--- src/rtl/gpio_in_pkg.sv ---
// Shared constants and counter-width helper for the switch-input debounce block.
package gpio_in_pkg;

  localparam int GPIO_IN_WIDTH           = 16;
  localparam int DEBOUNCE_CYCLES_DEFAULT = 500000;

  // Width able to hold 0..cycles; clamp so a degenerate value still yields one bit.
  function automatic int cnt_width(input int cycles);
    return (cycles < 1) ? 1 : $clog2(cycles + 1);
  endfunction

endpackage

--- src/rtl/gpio_in_debounce_bit.sv ---
// One switch bit: 2-flop synchroniser, mismatch counter, debounced level and edge strobes.
module debounce_bit
  import gpio_in_pkg::*;
#(
  parameter int DEBOUNCE_CYCLES = DEBOUNCE_CYCLES_DEFAULT,
  parameter int CNT_W           = cnt_width(DEBOUNCE_CYCLES)
) (
  input  logic clk,
  input  logic reset_n,
  input  logic sw_i,
  output logic sw_o,
  output logic rise_o,
  output logic fall_o,
  output logic edge_next_o
);

  localparam logic [CNT_W-1:0] CNT_MAX = CNT_W'(DEBOUNCE_CYCLES - 1);
  localparam logic [CNT_W-1:0] CNT_ONE = CNT_W'(1);

  logic             sync1_q, sync1_d;
  logic             sync2_q, sync2_d;
  logic             sw_q, sw_d;
  logic             rise_q, rise_d;
  logic             fall_q, fall_d;
  logic [CNT_W-1:0] cnt_q, cnt_d;

  always_comb begin
    sync1_d = sw_i;
    sync2_d = sync1_q;
    sw_d    = sw_q;
    cnt_d   = '0;
    rise_d  = 1'b0;
    fall_d  = 1'b0;
    // Any cycle of agreement restarts the count, so only an unbroken run flips the output.
    if (sync2_q != sw_q) begin
      if (cnt_q == CNT_MAX) begin
        sw_d   = sync2_q;
        rise_d = sync2_q;
        fall_d = ~sync2_q;
      end else begin
        cnt_d = cnt_q + CNT_ONE;
      end
    end
  end

  always_ff @(posedge clk) begin
    if (!reset_n) begin
      sync1_q <= 1'b0;
      sync2_q <= 1'b0;
      sw_q    <= 1'b0;
      rise_q  <= 1'b0;
      fall_q  <= 1'b0;
      cnt_q   <= '0;
    end else begin
      sync1_q <= sync1_d;
      sync2_q <= sync2_d;
      sw_q    <= sw_d;
      rise_q  <= rise_d;
      fall_q  <= fall_d;
      cnt_q   <= cnt_d;
    end
  end

  assign sw_o        = sw_q;
  assign rise_o      = rise_q;
  assign fall_o      = fall_q;
  assign edge_next_o = rise_d | fall_d;

endmodule

--- src/rtl/gpio_in_debounce.sv ---
// Debounced GPIO input conditioning; sticky change interrupt built only with
// GPIO_IN_DEBOUNCE_IRQ_EN defined.
module gpio_in_debounce
  import gpio_in_pkg::*;
#(
  parameter int WIDTH           = GPIO_IN_WIDTH,
  parameter int DEBOUNCE_CYCLES = DEBOUNCE_CYCLES_DEFAULT,
  parameter int CNT_W           = cnt_width(DEBOUNCE_CYCLES)
) (
  input  logic             clk,
  input  logic             reset_n,
  input  logic [WIDTH-1:0] sw_i,
  output logic [WIDTH-1:0] sw_o,
  output logic [WIDTH-1:0] rise_o,
  output logic [WIDTH-1:0] fall_o,
  output logic             changed_o,
  input  logic [WIDTH-1:0] irq_clr_i,
  output logic [WIDTH-1:0] irq_pending_o,
  output logic             irq_o
);

  logic [WIDTH-1:0] edge_next;
  logic             changed_q, changed_d;

  for (genvar i = 0; i < WIDTH; i++) begin : g_bit
    debounce_bit #(
      .DEBOUNCE_CYCLES(DEBOUNCE_CYCLES),
      .CNT_W          (CNT_W)
    ) u_bit (
      .clk        (clk),
      .reset_n    (reset_n),
      .sw_i       (sw_i[i]),
      .sw_o       (sw_o[i]),
      .rise_o     (rise_o[i]),
      .fall_o     (fall_o[i]),
      .edge_next_o(edge_next[i])
    );
  end

  // Built from the strobes' next state so it lands in the same cycle as rise_o/fall_o.
  always_comb begin
    changed_d = |edge_next;
  end

  always_ff @(posedge clk) begin
    if (!reset_n) changed_q <= 1'b0;
    else          changed_q <= changed_d;
  end

  assign changed_o = changed_q;

`ifdef GPIO_IN_DEBOUNCE_IRQ_EN
  logic [WIDTH-1:0] pending_q, pending_d;
  logic             irq_q, irq_d;

  // A new strobe outranks a clear arriving in the same cycle.
  always_comb begin
    pending_d = (rise_o | fall_o) | (pending_q & ~irq_clr_i);
    irq_d     = |pending_d;
  end

  always_ff @(posedge clk) begin
    if (!reset_n) begin
      pending_q <= '0;
      irq_q     <= 1'b0;
    end else begin
      pending_q <= pending_d;
      irq_q     <= irq_d;
    end
  end

  assign irq_pending_o = pending_q;
  assign irq_o         = irq_q;
`else
  logic unused_irq_clr;

  assign unused_irq_clr = ^irq_clr_i;
  assign irq_pending_o  = '0;
  assign irq_o          = 1'b0;
`endif

endmodule

--- config.mk ---
export PLATFORM = sky130hd
export DESIGN_NAME = gpio_in_debounce
export DESIGN_NICKNAME = d
export VERILOG_FILES = /design/src/rtl/gpio_in_pkg.sv /design/src/rtl/gpio_in_debounce_bit.sv /design/src/rtl/gpio_in_debounce.sv
export SDC_FILE = /design/constraint.sdc
export NUM_CORES = 1
export LEC_CHECK = 0
export ABC_AREA = 1
export CAP_MARGIN = 20
export CELL_PAD_IN_SITES_DETAIL_PLACEMENT = 0
export CELL_PAD_IN_SITES_GLOBAL_PLACEMENT = 1
export CORE_ASPECT_RATIO = 1.1
export CORE_UTILIZATION = 30
export CTS_BUF_LIST = sky130_fd_sc_hd__clkbuf_4
export DETAILED_ROUTE_END_ITERATION = 7
export PLACE_DENSITY = 0.66
export SKIP_CTS_REPAIR_TIMING = 1
export SYNTH_ARGS = -nofsm -noshare
export SYNTH_HDL_FRONTEND = slang
export SYNTH_SLANG_ARGS = --single-unit
--- constraint.sdc ---
create_clock -name clk -period 2.15 [get_ports clk]
set_clock_uncertainty 0.2 [all_clocks]
set_input_delay 0.43 -clock clk [delete_from_list [all_inputs] [get_ports clk]]
set_output_delay 0.43 -clock clk [all_outputs]
set_load 0.005 [all_outputs]
==> qor.tcl <==
set qor(outcome) {finished clean}
set qor(switching_power_total_mw) 3.241
set qor(postSynthCellCount) 2315
set qor(worst_ir_drop_on_vdd_uv) 364.4
set qor(grt_start_max_net_pins) 34
set qor(post-route-period-util_pct) 92.42
set qor(synthArstFlopShare_pct) 0
set qor(width_of_the_die_um) 231.8
set qor(layout.cells.non_filler) 3301
set qor(grt_residual_overflow) 0
set qor(power.sequential.fraction_pct) 50.9
set qor(crit_type) {flip-flop to output pin}
set qor(cts_tree) {built}
set qor(report.final.slew_viol_count) 0
set qor(critPathRequiredTime_ns) 1.52
set qor(portBuffers) 66
set qor(area_delta_synth_final_pct) 17.67
set qor(place.detailed.hpwl_um) 27060
set qor(aggregate_routed_wire_length_um) 37400
set qor(yosys-top-cells-area) {sky130_fd_sc_hd__dfxtp_1 44%, sky130_fd_sc_hd__nor2_1 8.6%, sky130_fd_sc_hd__nand2_1 8.6%}
set qor(critical_path_fanout_max) 4
set qor(grtUsageTotal_pct) 13.15
set qor(wl_per_cell_um) 11.33
set qor(timing.critical_path.cells) {dlymetal6s2s_1}
set qor(setup-violations-final) 0
set qor(part_of_the_power_in_combinational_logic_pct) 1.8
set qor(clock_power_share_pct) 47.2
set qor(totalPowerFinal_mw) 14.11
set qor(final-hold-violation-count) 0
set qor(chipHeight_um) 254.7
set qor(arrival_time_reported_for_the_critical_path_endpoint_ns) 1.36
set qor(worst_setup_path_end_kind) {output pin}
set qor(row_count) 92
set qor(most_instantiated_flip_flop_cell_in_the_synthesis_netlist) {sky130_fd_sc_hd__dfxtp_1}
set qor(synth_edf_count) 0
set qor(number_of_buffers_inserted_during_clock_tree_synthesis) 113
set qor(antenna_found_initial) 2
set qor(mappedNetlistArea_um2) 17420
set qor(most_common_cell_in_the_netlist) {sky130_fd_sc_hd__nor2_1}
set qor(clk_path_buf_depth) 3
set qor(drt_drc_violations_left) 0
set qor(hold_ws_ns) 0.2063
set qor(power_report.internal_total_mw) 10.87
set qor(maxCapViolCount) 0
set qor(num_vias) 14400
set qor(startpoint_type) {flip-flop}
set qor(synth_largest_area_cell) {sky130_fd_sc_hd__dfxtp_1}
set qor(synth_seq_area_share_pct) 44.25
set qor(drive_above_1_share_pct) 14.37
set qor(core-area_um2) 57330
set qor(cts_num_sinks) 385
set qor(hp-class) {flip-flop to flip-flop}
set qor(power_switching_share_pct) 22.97
set qor(routabilityCongestion) 0.7839
set qor(vias_in_the_first_global_route) 14284
set qor(p_per_area_nw_per_um2) 688.4
set qor(cts.clk_slew.worst_paths_ns) 0.06
set qor(synth_seq_cells) 385
set qor(initial_core_util_pct) 30.39
set qor(synth.yosys.warnings) 0
set qor(ctsRootBufferMaster) {sky130_fd_sc_hd__clkbuf_4}
set qor(critical_path.n_buffers_inverters) 1
set qor(drtPass1Iterations) 5
set qor(cts.htree.levels) 3
set qor(critical-path-max-stage-delay_ns) 0.38
set qor(synth_top_cells_by_count) {400 x sky130_fd_sc_hd__nor2_1, 398 x sky130_fd_sc_hd__nand2_1, 385 x sky130_fd_sc_hd__dfxtp_1, 258 x sky130_fd_sc_hd__inv_1, 148 x sky130_fd_sc_hd__nand3_1}
set qor(timing.critical_path.max_delay_family) {flip-flops}
set qor(fillerInstances) 6179
set qor(wire_length_of_the_first_global_routing_pass_um) 64600
set qor(static-leakage-power_nw) 8.362
set qor(skew_pair_late_insertion_delay_ns) 0.83
set qor(vias_per_cell) 4.362
set qor(final_worst_path_period_need_ns) 1.987
set qor(io-pin-count) 100
set qor(ant_nets) 0
set qor(fmax_ghz) 0.5033
set qor(dr.first_iter.drc_count) 493
set qor(netlist-cell-type-count) 46
set qor(num-nets-final) 2518
set qor(synthDominantCellAreaShare_pct) 44.25
set qor(critical_path.slowest_cell) {sky130_fd_sc_hd__dfxtp_1}
set qor(die_area_um2) 59030
set qor(post-place-cells) 3086
set qor(post_synth.cell_area_avg_um2) 7.524
set qor(rsz0062_at_grt) {no}
-- cells in the final DEF (no fill, tap or decap), types with 45 or more instances in the layout --
cell type                          n
sky130_fd_sc_hd__a21oi_1          87
sky130_fd_sc_hd__clkbuf_4        173
sky130_fd_sc_hd__nand4_1          45
sky130_fd_sc_hd__nor3_1           97
sky130_fd_sc_hd__dlymetal6s2s_1   47
sky130_fd_sc_hd__xor2_1           92
sky130_fd_sc_hd__dfxtp_1         369
sky130_fd_sc_hd__inv_1           258
sky130_fd_sc_hd__nand2_1         398
sky130_fd_sc_hd__nand3_1         146
sky130_fd_sc_hd__nor2_1          400
-- tightest hold or removal path: stages (launching register included) --
cell                      delay, ns
sky130_fd_sc_hd__dfxtp_1       0.30
sky130_fd_sc_hd__nand2_1       0.04
sky130_fd_sc_hd__inv_1         0.04
-- stage by stage --
step	instance area, um2	setup WS [ns]	setup TNS [ns]	utilization [%]
6_report	20500	0.1630	0	35.76
5_1_grt	20500	0.0001446	0	35.76
4_1_cts	20130	-0.5051	-14.88	35.11
3_5_place_dp	18750	0.1028	0	32.71
3_3_place_gp	18750	0.1630	0	32.71
2_1_floorplan	17480	0.4143	0	-
-- power groups by stage --
| stage | Combinational [mW] | Clock (mW) | Sequential, mW |
|---|---|---|---|
| detailed placement | 0.238 | 0 | 7.35 |
| floorplan | 0.153 | 0 | 7.35 |
| global route | 0.293 | 7.45 | 7.18 |
| finish | 0.261 | 6.66 | 7.19 |
| global placement | 0.237 | 0 | 7.35 |
| CTS | 0.239 | 7.09 | 7.19 |
-- path summary, 6_finish.rpt --
| check | startpoint | to | slack, ns | depth (start not counted) |
|---|---|---|---|---|
| worst max-delay path | g_bit[14].u_bit.sw_o$_SDFFE_PN0P_ | sw_o[14] | 0.16 | 1 |
| worst min-delay path | g_bit[2].u_bit.sync1_q$_SDFF_PN0_ | g_bit[2].u_bit.sync2_q$_SDFF_PN0_ | 0.21 | 2 |
| worst max register to register | g_bit[1].u_bit.cnt_q[0]$_SDFF_PP0_ | g_bit[1].u_bit.cnt_q[6]$_SDFF_PP0_ | 0.20 | 11 |
| worst min register to register | g_bit[2].u_bit.sync1_q$_SDFF_PN0_ | g_bit[2].u_bit.sync2_q$_SDFF_PN0_ | 0.21 | 2 |
-- layer usage --
layer,vias to the layer above,track usage [%],wire length (um)
met5,-,0,0
met4,0,5.789,1021
met3,88,3.667,1713
met2,219,21.40,16840
met1,6424,16.14,17830
li1,7669,-,-
-- kinds of logic (layout without fill, tap and decap cells) --
kind of cell / Yosys count / count (layout) / synth area share, %
fa+ha+maj: 16 / 16 / 1.149
simple gates: 1270 / 1270 / 34.26
buf+inv: 384 / 600 / 9.934
compound gates: 137 / 137 / 4.260
flops: 385 / 385 / 44.25
xor+xnor: 122 / 122 / 6.134
other cells: 1 / 19 / 0.02153
-- flip-flops by register name, summed over array words and instances (netlist names) --
signal               flops
g_bit.u_bit.sync2_q     16
g_bit.u_bit.fall_o      16
g_bit.u_bit.sync1_q     16
changed_o                1
g_bit.u_bit.sw_o        16
g_bit.u_bit.rise_o      16
g_bit.u_bit.cnt_q      304
-- layout make-up --
cell class	instances	area (um2)	area share [%]
diodes	2	5.005	0.02442
clock buffers	173	1299	6.336
clock inverters	21	81.33	0.3968
inverters	292	1096	5.347
multi-input cells	1562	8077	39.40
flip-flops and latches	385	7742	37.77
well taps	752	940.9	4.590
repair buffers	114	1256	6.129
Power figures use the tool's default switching activity.
